$ cat src/rtl/hilo_ctrl.sv
// HI/LO register controller: sequences an external multi-cycle unsigned multiplier
// and serves move-to / move-from HI/LO requests from the EX stage.
module hilo_ctrl #(
  parameter int unsigned MUL_LATENCY = 33,
  parameter logic [5:0]  MULTU       = 6'b011001,
  parameter logic [5:0]  MFHI        = 6'b010000,
  parameter logic [5:0]  MTHI        = 6'b010001,
  parameter logic [5:0]  MFLO        = 6'b010010,
  parameter logic [5:0]  MTLO        = 6'b010011
) (
  input  logic        clk,
  input  logic        rst,
  input  logic        start,
  input  logic [5:0]  funct,
  input  logic [31:0] rs_data,
  input  logic [31:0] rt_data,
  input  logic [63:0] mul_result,
  output logic [5:0]  mul_signal,
  output logic [31:0] mul_a,
  output logic [31:0] mul_b,
  output logic        stall,
  output logic        busy,
  output logic [31:0] rd_data,
  output logic        rd_valid,
  output logic [31:0] hi,
  output logic [31:0] lo
);

  localparam int unsigned CNT_W = 7;

  typedef enum logic [1:0] {
    IDLE    = 2'd0,
    ISSUE   = 2'd1,
    RUN     = 2'd2,
    CAPTURE = 2'd3
  } state_t;

  state_t             state;
  logic [CNT_W-1:0]   cnt;
  logic               hilo_op_c;
  logic               accept_c;

  assign hilo_op_c = (funct == MULTU) || (funct == MFHI) || (funct == MFLO) ||
                     (funct == MTHI)  || (funct == MTLO);

  // Requests are only taken in IDLE; anything HI/LO-class arriving later is held off.
  assign stall    = !rst && start && hilo_op_c && (state != IDLE);
  assign accept_c = start && hilo_op_c && (state == IDLE);

  always_ff @(posedge clk) begin
    if (rst) begin
      state      <= IDLE;
      cnt        <= '0;
      hi         <= '0;
      lo         <= '0;
      mul_a      <= '0;
      mul_b      <= '0;
      rd_data    <= '0;
      rd_valid   <= 1'b0;
      mul_signal <= 6'b000000;
      busy       <= 1'b0;
    end else begin
      rd_valid   <= 1'b0;
      mul_signal <= 6'b000000;
      case (state)
        IDLE: begin
          if (accept_c) begin
            if (funct == MULTU) begin
              mul_a      <= rs_data;
              mul_b      <= rt_data;
              mul_signal <= MULTU;
              busy       <= 1'b1;
              state      <= ISSUE;
            end else if (funct == MTHI) begin
              hi <= rs_data;
            end else if (funct == MTLO) begin
              lo <= rs_data;
            end else if (funct == MFHI) begin
              rd_data  <= hi;
              rd_valid <= 1'b1;
            end else begin
              rd_data  <= lo;
              rd_valid <= 1'b1;
            end
          end
        end
        ISSUE: begin
          cnt   <= CNT_W'(MUL_LATENCY - 1);
          state <= RUN;
        end
        RUN: begin
          // Counter saturates at zero; reaching zero hands off to the capture cycle.
          if (cnt == '0) begin
            state <= CAPTURE;
          end else begin
            cnt <= cnt - CNT_W'(1);
          end
        end
        CAPTURE: begin
          hi    <= mul_result[63:32];
          lo    <= mul_result[31:0];
          busy  <= 1'b0;
          state <= IDLE;
        end
        default: begin
          state <= IDLE;
          busy  <= 1'b0;
        end
      endcase
    end
  end

endmodule

$ cat config.mk
export PLATFORM = sky130hd
export DESIGN_NAME = hilo_ctrl
export DESIGN_NICKNAME = d
export VERILOG_FILES = /design/src/rtl/hilo_ctrl.sv
export SDC_FILE = /design/constraint.sdc
export NUM_CORES = 1
export LEC_CHECK = 0
export CORE_MARGIN = 1
export CORE_UTILIZATION = 38
export CTS_CLUSTER_SIZE = 28
export DETAILED_ROUTE_END_ITERATION = 8
export PLACE_DENSITY = 0.83
export REMOVE_ABC_BUFFERS = 1
export SYNTH_ARGS = -nofsm -noshare
export SYNTH_HDL_FRONTEND = slang
export SYNTH_SLANG_ARGS = --single-unit
$ cat constraint.sdc
create_clock -name clk -period 2.1 [get_ports clk]
set_clock_uncertainty 0.15 [all_clocks]
set_input_delay 0.21 -clock clk [delete_from_list [all_inputs] [get_ports clk]]
set_output_delay 0.21 -clock clk [all_outputs]
set_load 0.01 [all_outputs]
Word level (Yosys, flattened, before mapping)
Index checks and enable logic that the tools add are counted.
{"block": "totals", "regBits": 177, "mem_bits_ro": 0, "mem_bits_rw": 0, "latch_bits": 0, "wordCells": 77, "mem_count": 0, "output_inout_bits": 169, "inputBits": 137}
{"block": "op_classes", "addsub": 1, "shift": 0, "n_div": 0, "eq_ne": 16, "order_cmp": 0, "n_mux": 21, "reduce_logical": 24, "bitwise": 5, "multipliers": 0}
{"cell": "two-way mux 32 bit", "n": 8}
{"cell": "one-hot mux 32 bit (2 select lines)", "n": 2}
{"cell": "== test 6 x 5 -> 1 bit (second input constant)", "n": 5}
{"cell": "one-hot mux 7 bit (2 select lines)", "n": 1}
{"cell": "inequality test 2 bit (second input constant)", "n": 6}
{"cell": "AND reduction 5 bit", "n": 2}
{"cell": "AND reduction 3 bit", "n": 3}
{"cell": "one-hot mux 2 bit (4 select lines)", "n": 1}
{"cell": "zero test 7 bit", "n": 1}
{"cell": "two-way mux 7 bit", "n": 1}
{"cell": "subtractor 7 x 1 -> 7 bit (second input constant)", "n": 1}
{"cell": "two-way mux 2 bit", "n": 3}
{"cell": "nonzero test 2 bit", "n": 3}
{"cell": "logical AND 1 bit", "n": 5}
{"cell": "two-way mux 5 bit", "n": 1}
{"cell": "NOT 1 bit", "n": 5}
{"cell": "OR reduction 5 bit", "n": 1}
{"cell": "== test 2 bit (second input constant)", "n": 2}
{"cell": "logical OR 1 bit", "n": 4}
{"cell": "inequality test 2 x 1 -> 1 bit (second input constant)", "n": 2}
{"cell": "AND reduction 4 bit", "n": 1}
{"cell": "two-way mux 1 bit", "n": 3}
{"cell": "OR reduction 3 bit", "n": 1}
{"cell": "== test 2 x 1 -> 1 bit (second input constant)", "n": 1}
{"cell": "4 further kinds", "n": 4}

Longest topological paths before layout
Gate-level depths: netlist of run 1.
{"block": "logic_depth", "word_depth": 9, "ltp_mapped": 7}

Least setup slack after synthesis of run 1
No wires, ideal clock.
{"block": "synth_path", "path_type": "reg-to-reg", "start": "register cnt[0]", "end": "register state[1]", "arrival_ns": 2.046, "slack_ns": -0.212, "t_required_ns": 1.834, "period_less_slack_ns": 2.312, "path_stages_with_launch": 7, "setup_ns": 0.116, "path_cell_list": "dfxtp_1 > inv_1 > ha_1 > or4b_2 > o31ai_1 > nand2_1 > a31o_2"}
{"block": "synth_via", "elab_chain_cells": 3}
{"element": "start, declared", "line": "39", "text": "logic [CNT_W-1:0] cnt;"}
{"element": "start signal, assigned", "line": "88", "text": "cnt <= CNT_W'(MUL_LATENCY - 1);"}
{"element": "start signal, assigned", "line": "96", "text": "cnt <= cnt - CNT_W'(1);"}
{"element": "zero test 7 bit", "line": "93", "text": "if (cnt == '0) begin"}
{"element": "inequality test 2 bit (no line)"}
{"element": "AND reduction 3 bit (no line)"}
{"element": "end signal, assigned", "line": "89", "text": "state <= RUN;"}
{"element": "end signal, assigned", "line": "94", "text": "state <= CAPTURE;"}
{"element": "end signal, assigned", "line": "103", "text": "state <= IDLE;"}
{"element": "end, declared", "line": "38", "text": "state_t state;"}
Every way passes these cells.
A chain may end at the register's enable or synchronous reset.

Worst setup path after layout of run 1
{"block": "layout_path", "start": "input port funct[2]", "end": "register rd_data[2]"}
{"block": "layout_via", "elab_chain_cells": 8, "word_cells_on_any_way": 16, "classes_between": "eq/ne (5); mux (1); bitwise (3); reduce/logical (7)"}
{"element": "start, declared", "line": "14", "text": "input logic [5:0] funct,"}
{"element": "== test 6 x 5 -> 1 bit (on tied branches)", "line": "43, 68, 78"}
{"element": "logical OR 1 bit (3 in a row)", "line": "43", "text": "assign hilo_op_c = (funct == MULTU) || (funct == MFHI) || (funct == MFLO) ||"}
{"element": "logical OR 1 bit", "line": "44", "text": "(funct == MTHI) || (funct == MTLO);"}
{"element": "logical AND 1 bit (2 in a row)", "line": "48", "text": "assign accept_c = start && hilo_op_c && (state == IDLE);"}
{"element": "AND reduction 5 bit (no line)"}
{"element": "end signal, assigned", "line": "79", "text": "rd_data <= hi;"}
{"element": "end signal, assigned", "line": "82", "text": "rd_data <= lo;"}
{"element": "end, declared", "line": "23", "text": "output logic [31:0] rd_data,"}
Parallel ways exist; a longest one is shown, timed or not.

==> results of run 1 <==
-- worst max path at each step --
stage | start | to | slack [ns] | cells after the start
final | funct[2] | rd_data[2]$_SDFFE_PP0P_ | 0.05 | 8
after CTS | funct[3] | stall | 0.004 | 4
after global routing | cnt[0]$_SDFFE_PP0P_ | state[0]$_SDFFE_PP0P_ | -0.02 | 7
after detailed placement | funct[3] | rd_data[11]$_SDFFE_PP0P_ | -0.55 | 7
after global placement | funct[3] | rd_data[24]$_SDFFE_PP0P_ | -0.45 | 7
after floorplan | state[0]$_SDFFE_PP0P_ | mul_signal[3]$_SDFF_PP0_ | -2.61 | 4
-- cell usage after synthesis, types with 3 or more instances --
cell and instances:
dfxtp_1 172, nor2_1 102, nand2_1 67, mux2i_1 65, a22o_1 64, clkbuf_1 49
a211oi_1 36, a311oi_1 32, a211oi_2 28, inv_1 10, buf_4 8, ha_1 7
nand3_1 7, a21oi_1 6, buf_2 4, buf_6 3, nand2b_1 3
-- worst max-delay path, cell delays in order --
cell and delay, ns:
clkdlybuf4s50_1 0.44, or4b_4 0.61, buf_6 0.16, nor3_4 0.19
buf_12 0.16, buf_16 0.14, nor2_1 0.06, a311oi_2 0.24
-- per-stage QoR --
step | area [um^2] | total power [W] | worst slack [ns]
floorplan | 6660 | 0.00372 | -2.61
global placement | 10500 | 0.00423 | -0.453
detailed placement | 10500 | 0.00425 | -0.554
CTS | 11100 | 0.00748 | 0.00421
global route | 11300 | 0.00772 | -0.0168
finish | 11300 | 0.00746 | 0.0492
-- report_power, final --
group	switching, W	internal [W]
clock	0.00141	0.00182
combinational	0.000389	0.000485
sequential	0.0000433	0.00332
total	0.00184	0.00562
-- kinds of logic (layout without fill, tap and decap cells) --
family,Yosys count,after routing,synth area share [%]
other,1,3,0.0539
adder cells (fa/ha/maj),7,7,1.26
AND/OR/NAND/NOR,197,197,11.8
buffers and inverters,74,392,4.82
flip-flops,172,172,49.5
AO/OA/AOI/OAI,176,176,23.0
multiplexers,66,66,9.52
-- registers in the layout, indices dropped and copies added, names as in the netlist --
register and count:
rd_valid 1, mul_signal 1, mul_a 32, busy 1, rd_data 32, mul_b 32
state 2, lo 32, hi 32, cnt 7
-- per-layer routing --
metal	routed length, um	part of all wire, %	vias to the layer above	GRT usage, %
li1	-	-	3143	-
met1	9350	42	3142	27.6
met2	11100	49	225	40.3
met3	1460	6.5	38	5.52
met4	522	2.3	0	8.30
met5	0	0	-	0
-- layout make-up --
type                       instances  area share [%]
sequential                       172            30.5
timing repair buffer             350            32.1
clock inverter                    13            1.44
clock buffer                      19            3.93
inverter                          10           0.333
multi-input combinational        449            29.1
tap                              229            2.54
-- timing repair --
action / CTS / global route
setup buffers: 1 / 3
pin swaps: 2 / 16
endpoints found under the setup margin: 58 / 47
resized for setup: 5 / 18
cloned: 1 / 2
==> results.md, run 1 <==
* Max-cap violation count at 0
* Leak at 3.78 nW
* Post-Syn Area at 0.00695 mm^2
* Achievable Freq at 488 MHz
* Final hold slack at 0.0759 ns
* Antenna violations before repair at 0
* Die height at 137 um
* Final wirelength at 22,400 um
* Ant. Diodes at 0
* Num rows at 49
* Dominant synthesized flop cell: dfxtp_1
* Area of the multi-input gates at 0.00328 mm^2
* Power Density at 662 mW/mm^2
* Status: finished, violations left
* Die area at 0.0188 mm^2
* Starting density of the core at 38.7%
* Sequential share of the synthesized area at 49.5%
* Yosys warnings at 0
* Largest cells by area after synthesis: dfxtp_1 (50%), mux2i_1 (9.4%), a22o_1 (8.1%)
* Min-delay src: rst
* CP Launch Type: input port
* Reg-to-reg startpoint: cnt[1]$_SDFFE_PP0P_
* Crit end category: flip-flop
* Worst hold endpoint: cnt[1]$_SDFFE_PP0P_
* Avg Inst Size Synth at 10.0 um^2
* Inserted Clock Buffers at 17
* Pin count of the biggest net entering global routing at 104
* CTS H-tree lvls at 4
* Clock Root Buffer: clkbuf_16
* I/O pins at 306
* Cts hold-fix bufs at 0
* Fillers at 1,459
* Wire per inst at 18.1 um
* Setup CP Type: input port to flip-flop
* First-pass GRT wire length at 33,300 um
* Nets at 1,144
* Mapped Cells at 693
* Gpl congestion at 0.796
* Max Buffers Root-to-Sink at 2
* Violated checks: design-rule violations
* Final setup TNS at 0 ns
* Inst Count DP at 1,203
* Worst skew pair latency at 0.42 ns
* Reg clk slew, reported paths at 0.07 ns
* FF/Latch Area at 0.00344 mm^2
* ANT nets after route at 0
* Area grow syn2layout at 62.1%
* Worst vdd ir at 0.541 mV
* Final hold vios at 0
* DR iter-0 viols at 290
* Reg2Reg Setup Slack at 0.08 ns
* Netlist cell types at 41
* Critical Path RT at 2.28 ns
* Total core area at 0.0180 mm^2
* CTS tree: done
* Clk sink count at 172
* Worst R2R Path Depth at 7
* Final Util at 62.8%
* RR Endpoint: state[0]$_SDFFE_PP0P_
* Post-DP HPWL at 15,800 um
* Top cell type's share of synthesized area at 49.5%
* Arrival time worst endpoint at 2.24 ns
* Yosys top cell by area: dfxtp_1
* DIE WIDTH at 137 um
* Worst Max-Slew Pin Slew at 0.561 ns
* Commonest non-fill, non-tap cell in the layout: clkdlybuf4s50_1
* Number of remaining DRC errors at 2
* Asr flop ratio synth at 0%
* Total track usage at 23.2%
* Via/cell ratio at 5.27
* Vias at 6,548
* Drt pass-1 iters at 7
* # setup viols final at 0
* Worst min path class: input port to flip-flop
* Proportion of layout cells with a drive suffix above 1 at 12.9%
* Most frequent cells in the layout: clkdlybuf4s50_1 (300), dfxtp_1 (172), nor2_1 (102)
* Min Tclk post-route at 2.05 ns
* Relative slew slack at 62.6%
* CP max FO at 14
* Vias in the first global route at 6,246
* IO Port Bufs at 302
* Number of flops mapped to enable cells by yosys at 0
* Remaining global-route overflow at 0
* Synth Register Bits at 172
* Fin. max-slew vios at 0
* Finished Layout Cells at 1,242
* Part of the cycle the worst path needs at 97.7%
* Hold depth at 3
No activity file was read; power rests on OpenSTA's default activity.
==> run 2, diff against run 1 <==
CTS_CLUSTER_SIZE = 10   (was 28)
SLEW_MARGIN = 20   (was not set)
==> results of run 2 <==
The final DEF is identical to that of run 1; final timing and power are the same.
